### src/rtl/pkt_rr_mux_pkg.sv
// Shared types and constants for the pkt_rr_mux packet multiplexer.
// Optional per-channel packet counters are enabled with the PKT_CNT_EN macro.
package pkt_rr_mux_pkg;

   localparam int CNT_W      = 16;
   localparam int MAX_DATA_W = 64;

   typedef enum logic [0:0] {
      IDLE  = 1'b0,
      GRANT = 1'b1
   } arb_state_e;

   // Widest queued-word shape; each FIFO stores only DATA_W payload bits of it.
   typedef struct packed {
      logic                  last;
      logic [MAX_DATA_W-1:0] data;
   } fifo_entry_t;

endpackage

### src/rtl/pkt_rr_mux_chan_fifo.sv
// Single-clock first-word-fall-through FIFO: RAM array with a registered
// prefetch into a head register; occupancy counts the head word too.
module chan_fifo #(
   parameter int DATA_W = 8,
   parameter int DEPTH  = 8
) (
   input  logic              clk,
   input  logic              rst_n,
   input  logic              push_i,
   input  logic              last_i,
   input  logic [DATA_W-1:0] data_i,
   output logic              full_o,
   input  logic              pop_i,
   output logic              head_valid_o,
   output logic              head_last_o,
   output logic [DATA_W-1:0] head_data_o
);

   localparam int AW = $clog2(DEPTH);
   localparam logic [AW:0] PTR_ONE = (AW+1)'(1);

   typedef struct packed {
      logic              last;
      logic [DATA_W-1:0] data;
   } entry_t;

   entry_t      mem_q [DEPTH];
   entry_t      head_q;
   logic [AW:0] wr_ptr_q, wr_ptr_d;
   logic [AW:0] rd_ptr_q, rd_ptr_d;
   logic [AW:0] fetch_ptr_q, fetch_ptr_d;
   logic        head_valid_q, head_valid_d;
   logic        push, pop, load;

   // rd_ptr tracks consumer pops, so the head word still occupies its slot.
   assign full_o = (wr_ptr_q[AW-1:0] == rd_ptr_q[AW-1:0]) && (wr_ptr_q[AW] != rd_ptr_q[AW]);
   assign push   = push_i && !full_o;
   assign pop    = pop_i && head_valid_q;
   assign load   = (fetch_ptr_q != wr_ptr_q) && (!head_valid_q || pop);

   always_comb begin
      wr_ptr_d     = push ? wr_ptr_q + PTR_ONE : wr_ptr_q;
      rd_ptr_d     = pop  ? rd_ptr_q + PTR_ONE : rd_ptr_q;
      fetch_ptr_d  = load ? fetch_ptr_q + PTR_ONE : fetch_ptr_q;
      head_valid_d = head_valid_q;
      if (load) begin
         head_valid_d = 1'b1;
      end else if (pop) begin
         head_valid_d = 1'b0;
      end
   end

   always_ff @(posedge clk or negedge rst_n) begin
      if (!rst_n) begin
         wr_ptr_q     <= '0;
         rd_ptr_q     <= '0;
         fetch_ptr_q  <= '0;
         head_valid_q <= 1'b0;
      end else begin
         wr_ptr_q     <= wr_ptr_d;
         rd_ptr_q     <= rd_ptr_d;
         fetch_ptr_q  <= fetch_ptr_d;
         head_valid_q <= head_valid_d;
      end
   end

   always_ff @(posedge clk) begin
      if (push) begin
         mem_q[wr_ptr_q[AW-1:0]] <= '{last: last_i, data: data_i};
      end
   end

   always_ff @(posedge clk) begin
      if (load) begin
         head_q <= mem_q[fetch_ptr_q[AW-1:0]];
      end
   end

   assign head_valid_o = head_valid_q;
   assign head_last_o  = head_q.last;
   assign head_data_o  = head_q.data;

endmodule

### src/rtl/pkt_rr_mux.sv
// N-channel packet mux: per-channel FWFT FIFOs merged by a packet-granular
// round-robin arbiter. Define PKT_CNT_EN to add per-channel packet counters.
module pkt_rr_mux
   import pkt_rr_mux_pkg::*;
#(
   parameter int NUM_CH = 4,
   parameter int DATA_W = 8,
   parameter int DEPTH  = 8
) (
   input  logic                      clk,
   input  logic                      reset_n,
   input  logic [NUM_CH-1:0]         in_valid,
   input  logic [NUM_CH-1:0]         in_last,
   input  logic [NUM_CH*DATA_W-1:0]  in_data,
   output logic [NUM_CH-1:0]         in_ready,
   output logic                      out_valid,
   output logic [DATA_W-1:0]         out_data,
   output logic                      out_last,
   output logic [$clog2(NUM_CH)-1:0] out_ch,
   input  logic                      out_ready
`ifdef PKT_CNT_EN
   ,
   output logic [NUM_CH*CNT_W-1:0]   pkt_cnt
`endif
);

   localparam int CH_W = $clog2(NUM_CH);

   logic [NUM_CH-1:0] full;
   logic [NUM_CH-1:0] head_valid;
   logic [NUM_CH-1:0] head_last;
   logic [NUM_CH-1:0] pop;
   logic [DATA_W-1:0] head_data [NUM_CH];

   arb_state_e        state_q, state_d;
   logic [CH_W-1:0]   grant_q, grant_d;
   logic [CH_W-1:0]   last_grant_q, last_grant_d;
   logic              pick_found;
   logic [CH_W-1:0]   pick_ch;
   logic [CH_W:0]     cand;
   logic              handshake;

   generate
      for (genvar gi = 0; gi < NUM_CH; gi++) begin : g_ch
         chan_fifo #(
            .DATA_W (DATA_W),
            .DEPTH  (DEPTH)
         ) u_fifo (
            .clk          (clk),
            .rst_n        (reset_n),
            .push_i       (in_valid[gi]),
            .last_i       (in_last[gi]),
            .data_i       (in_data[gi*DATA_W +: DATA_W]),
            .full_o       (full[gi]),
            .pop_i        (pop[gi]),
            .head_valid_o (head_valid[gi]),
            .head_last_o  (head_last[gi]),
            .head_data_o  (head_data[gi])
         );
         assign in_ready[gi] = !full[gi];
         assign pop[gi]      = handshake && (grant_q == CH_W'(gi));
      end
   endgenerate

   // Scan from last_grant+1 with wrap; first non-empty channel wins.
   always_comb begin
      pick_found = 1'b0;
      pick_ch    = '0;
      cand       = '0;
      for (int i = 1; i <= NUM_CH; i++) begin
         cand = {1'b0, last_grant_q} + (CH_W+1)'(i);
         if (cand >= (CH_W+1)'(NUM_CH)) begin
            cand = cand - (CH_W+1)'(NUM_CH);
         end
         if (!pick_found && head_valid[cand[CH_W-1:0]]) begin
            pick_found = 1'b1;
            pick_ch    = cand[CH_W-1:0];
         end
      end
   end

   assign out_valid = (state_q == GRANT) && head_valid[grant_q];
   assign out_data  = out_valid ? head_data[grant_q] : '0;
   assign out_last  = out_valid && head_last[grant_q];
   assign out_ch    = (state_q == GRANT) ? grant_q : '0;
   assign handshake = out_valid && out_ready;

   always_comb begin
      state_d      = state_q;
      grant_d      = grant_q;
      last_grant_d = last_grant_q;
      case (state_q)
         IDLE: begin
            if (pick_found) begin
               state_d      = GRANT;
               grant_d      = pick_ch;
               last_grant_d = pick_ch;
            end
         end
         GRANT: begin
            if (handshake && out_last) begin
               state_d = IDLE;
            end
         end
         default: state_d = IDLE;
      endcase
   end

   always_ff @(posedge clk or negedge reset_n) begin
      if (!reset_n) begin
         state_q      <= IDLE;
         grant_q      <= '0;
         last_grant_q <= CH_W'(NUM_CH - 1);
      end else begin
         state_q      <= state_d;
         grant_q      <= grant_d;
         last_grant_q <= last_grant_d;
      end
   end

`ifdef PKT_CNT_EN
   generate
      for (genvar gi = 0; gi < NUM_CH; gi++) begin : g_cnt
         logic [CNT_W-1:0] cnt_q;
         always_ff @(posedge clk or negedge reset_n) begin
            if (!reset_n) begin
               cnt_q <= '0;
            end else if (handshake && out_last && (out_ch == CH_W'(gi)) && (cnt_q != '1)) begin
               cnt_q <= cnt_q + CNT_W'(1);
            end
         end
         assign pkt_cnt[gi*CNT_W +: CNT_W] = cnt_q;
      end
   endgenerate
`endif

endmodule

### config.mk
export PLATFORM = sky130hd
export DESIGN_NAME = pkt_rr_mux
export DESIGN_NICKNAME = d
export VERILOG_FILES = /design/src/rtl/pkt_rr_mux_pkg.sv /design/src/rtl/pkt_rr_mux_chan_fifo.sv /design/src/rtl/pkt_rr_mux.sv
export SDC_FILE = /design/constraint.sdc
export NUM_CORES = 1
export LEC_CHECK = 0
export CAP_MARGIN = 20
export CORE_MARGIN = 2
export CORE_UTILIZATION = 60
export CTS_BUF_LIST = sky130_fd_sc_hd__clkbuf_8 sky130_fd_sc_hd__clkbuf_16
export DETAILED_ROUTE_END_ITERATION = 7
export PLACE_DENSITY = 0.87
export SETUP_SLACK_MARGIN = 0.15
export SLEW_MARGIN = 20
export SYNTH_ARGS = -nofsm -noshare
export SYNTH_HDL_FRONTEND = slang
export SYNTH_HIERARCHICAL = 1
export SYNTH_SLANG_ARGS = --single-unit
### constraint.sdc
create_clock -name clk -period 3.05 [get_ports clk]
set_clock_uncertainty 0.2 [all_clocks]
set_input_delay 0.4575 -clock clk [delete_from_list [all_inputs] [get_ports clk]]
set_output_delay 0.4575 -clock clk [all_outputs]
set_load 0.005 [all_outputs]
==> results.txt <==
The ratio of routed vias to standard cells is 6.06. For this run, the leading register cell type out of synthesis is sky130_fd_sc_hd__edfxtp_1. The signal arrival time at the worst endpoint is 2200 ps. The number of nets in the synthesized netlist is 840. The detailed-router iteration count before antenna repair came out at 5.

The highest fanout seen on the critical path came out at 4. The sum of buffers and inverters on the critical path came out at 3. Compared with the post-synthesis result, the final layout area differs by 17.8%. The maximum resistive drop on vdd came out at 0.659 mV. The number of design-rule violations left by the first detailed-router iteration is 753. The detailed router placed 7,799 vias in this run. The cell row count came out at 58. After clock tree synthesis, the clock-pin slew on the worst setup and hold paths is 60 ps. The delay of the slowest critical-path stage came out at 570 ps. Counting the buffers created by CTS gives 38. Counting instances in the post-synthesis netlist gives the leading cell types as 324 x sky130_fd_sc_hd__edfxtp_1, 80 x sky130_fd_sc_hd__mux4_2, 55 x sky130_fd_sc_hd__dfrtp_1, 44 x sky130_fd_sc_hd__mux2_2, 40 x sky130_fd_sc_hd__xnor2_1. Summed over its instances, the top area cell type makes up 63.0% of the synthesized netlist area. The multi-input logic area is 4140 um^2. CTS built an H-tree with a depth of 2. The number of flops mapped to enable cells by yosys is 324. The worst-case headroom to the max-slew limit came out at 52.8%. Summing the areas of all fa, ha and maj instances in the mapped netlist gives 0.972% of the synthesized area. 0 antenna diodes ended up in the layout.

The cell family contributing the most delay on the critical path is multiplexers. The most numerous cell type found on the critical path is sky130_fd_sc_hd__buf_6. At the worst endpoint, the required time is 2390 ps. The number of max-slew violations in the final report is 0. The initial core utilization came out at 61.2%. The area share of xor/xnor cells in the synthesized design is 3.85%.

The number of nets in the layout came out at 984. Dividing the detail-routed wire length by the instance count gives 24.1 um. The quantity of I/O buffers inserted on ports came out at 58. After Yosys synthesis, and, or, nand and nor cells account for 5.22% of the synthesized area.

The standard cell core area came out at 25,300 um^2. The proportion of synthesized flip-flops having asynchronous set or reset is 15.0%. Of all cell types, the one taking the most synthesized area is sky130_fd_sc_hd__edfxtp_1.

The dominant combinational cell family by area after synthesis is multiplexers. The number of standard cells in the layout, taps in and fillers out is 1,288. The worst hold path belongs to the class reg -> reg. The share of cells above drive strength 1 came out at 31.7%. The capturing element type of the critical path is an output port.

The wire length of the first global-routing pass came out at 47,300 um. The complex-gate fraction of the synthesized area is 0.955%. The cell area after technology mapping is 15,500 um^2. The design draws 0.0183 W. STA classifies the critical path startpoint as a flop. The number of antenna violations at the first check in global routing came out at 0. The least setup slack across all paths after layout is 193 ps. The share of the cycle needed by the critical path after routing is 93.7%. The final hold violation count came out at 0.

The clock insertion delay at the later pin of the skew report came out at 520 ps. Across every metal layer, demand over resource in global routing totals 23.8%. The total congestion overflow is 0. The height of the chip came out at 164 um. The register area is 11,200 um^2. The post-route minimum period came out at 2860 ps. The synthesized instance count came out at 785. The master cell of the clock root buffer is sky130_fd_sc_hd__clkbuf_16. Setup violations remaining at the end of the flow were counted as 0. The setup path with the least slack is of type reg -> out. The number of DRC violations after detailed routing is 0. The synthesized netlist contains 41 unique library cells. At the pin with the least slew margin, the transition time is 709 ps. The max-cap check violation count is 0. The number of global-route vias before repair came to 7,974. The critical path goes through buf_6 > mux4_2 > buf_6 > and3_4 > dlygate4sd2_1. The sequential fraction of the synthesis area came out at 72.2%. Before CTS, the worst setup slack after placement is 284 ps. The pin count of the biggest net entering global routing is 30.

The count of pins on the block boundary came out at 59. The leakage power of the design is 6.31 nW. For this run, the number of Yosys warnings is 6. Once detail routing completed, the nets flagged for antenna violations numbered 0. The largest buffer count on any clock path came out at 3. The final-layout fill cell count came out at 1,436. The final wirelength came out at 31,100 um. The chip width came out at 164 um. The highest clock frequency the design can meet came out at 350 MHz.

In the synthesized netlist, mux cells make up 15.5% of the area. By area the synthesized netlist is led by sky130_fd_sc_hd__edfxtp_1 63%, sky130_fd_sc_hd__mux4_2 12%, sky130_fd_sc_hd__dfrtp_1 8.9%. The cell count after placement is 1,199. The HPWL reported at the end of detailed placement is 18,900 um.

Setup repair after global routing left no endpoint under its margin. Dividing total power by cell area gives a power density of 1010 nW/um^2. The cell with the most instances after synthesis is sky130_fd_sc_hd__edfxtp_1.

The global placement routability congestion came out at 0.878. For the final routed database, the setup TNS stands at 0 ps. The flow ran to the end, and the final reports show no timing, DRC or antenna violations. Counting every sink on the clock net gives 381. TritonCTS built the clock tree.

The master of the slowest instance on the critical path is sky130_fd_sc_hd__mux4_2. A synthesized cell averages 19.7 um^2. The post-synthesis sequential element count came out at 381.

The die covers 27,100 um^2.
-- flip-flops by register name (all words and copies together), names as in the netlist, 2 cells and up --
| name | cells |
|---|---|
| grant_q | 2 |
| g_ch.u_fifo/head_valid_o | 4 |
| g_ch.u_fifo/head_last_o | 4 |
| g_ch.u_fifo/wr_ptr_q | 16 |
| last_grant_q | 2 |
| g_ch.u_fifo/rd_ptr_q | 16 |
| g_ch.u_fifo/head_data_o | 32 |
| g_ch.u_fifo/fetch_ptr_q | 16 |
| g_ch.u_fifo/mem_q | 288 |
-- what timing repair did --
action / 4_1_cts / 5_1_grt
buffers inserted: 14 / 4
hold endpoints to repair: 28 / 0
gates resized for setup: 14 / 16
hold buffers: 1 / 0
pin swaps: 2 / 2
cloned: 1 / 0
setup endpoints to repair: 11 / 30
-- cell families after synthesis --
logic type,Yosys count
AOI/OAI and AO/OA,15
xor gates and xnor gates,68
adders and majority gates,12
buffers and inverters,41
DFF,381
muxes,130
and+or+nand+nor,138
-- routing by layer --
metal	wire [um]	GRT usage [%]
met5	0	0
met2	15300	38.1
met4	771	7.27
met3	2260	4.87
met1	12800	33.6
-- final timing paths --
kind / startpoint / endpoint / slack, ps / cells after the start
min in group asynchronous: reset_n / g_ch[0].u_fifo/wr_ptr_q[2] / 330 / 2
worst min-delay path: g_ch[0].u_fifo/rd_ptr_q[3] / g_ch[0].u_fifo/rd_ptr_q[3] / 290 / 1
max in group asynchronous: reset_n / last_grant_q[0] / 1640 / 3
worst max register to register: grant_q[0] / g_ch[2].u_fifo/head_data_o[1] / 290 / 9
worst max-delay path: grant_q[0] / out_last / 190 / 5
worst min register to register: g_ch[0].u_fifo/rd_ptr_q[3] / g_ch[0].u_fifo/rd_ptr_q[3] / 290 / 1
-- worst reg2reg max path, cell delays in order, from the launching register on --
cell and delay [ps]:
sky130_fd_sc_hd__dfrtp_2 450, sky130_fd_sc_hd__buf_6 150, sky130_fd_sc_hd__mux4_2 370, sky130_fd_sc_hd__buf_4 120, sky130_fd_sc_hd__buf_4 100, sky130_fd_sc_hd__nand3_1 110, sky130_fd_sc_hd__nor2_2 260, sky130_fd_sc_hd__nor2b_1 130
sky130_fd_sc_hd__a41oi_2 320, sky130_fd_sc_hd__buf_4 250
-- power breakdown --
group          leakage, nW  switching [W]  internal [W]
Clock                0.640        0.00188       0.00280
Sequential            3.61       0.000828       0.00694
Combinational         2.06        0.00285       0.00303
Total                 6.31        0.00556        0.0128
-- cell type report --
cell class / instances / share of cell area [%]
clock buffers: 41 / 5.51
clock inverters: 28 / 1.47
inverters: 9 / 0.186
multi-input cells: 364 / 22.7
flip-flops and latches: 381 / 61.3
well taps: 330 / 2.27
repair buffers: 135 / 6.53
-- stage by stage --
stage	hold WS, ps	util (%)	instance area [um^2]
after floorplan	-38.1	-	15500
after global placement	275	66.2	16700
after detailed placement	281	66.2	16700
after CTS	294	71.8	18100
after global routing	302	72.1	18200
final	288	72.1	18200
-- cells in the final DEF (no fill, tap or decap), types with 5 or more instances in the layout --
cell / count
sky130_fd_sc_hd__buf_4: 71
sky130_fd_sc_hd__bufinv_16: 5
sky130_fd_sc_hd__clkbuf_16: 39
sky130_fd_sc_hd__clkdlybuf4s50_1: 48
sky130_fd_sc_hd__clkinv_1: 5
sky130_fd_sc_hd__clkinv_2: 5
sky130_fd_sc_hd__dfrtp_1: 50
sky130_fd_sc_hd__dfrtp_2: 5
sky130_fd_sc_hd__edfxtp_1: 324
sky130_fd_sc_hd__ha_1: 12
sky130_fd_sc_hd__inv_1: 16
sky130_fd_sc_hd__mux2_2: 44
sky130_fd_sc_hd__mux4_2: 82
sky130_fd_sc_hd__nand2_1: 24
sky130_fd_sc_hd__nand2b_1: 11
sky130_fd_sc_hd__nand3_1: 9
sky130_fd_sc_hd__nand4_1: 8
sky130_fd_sc_hd__nor2_1: 32
sky130_fd_sc_hd__nor3_1: 8
sky130_fd_sc_hd__or2_2: 9
sky130_fd_sc_hd__xnor2_1: 40
sky130_fd_sc_hd__xor2_1: 28
Note: power is estimated with default switching activity, not from simulation.
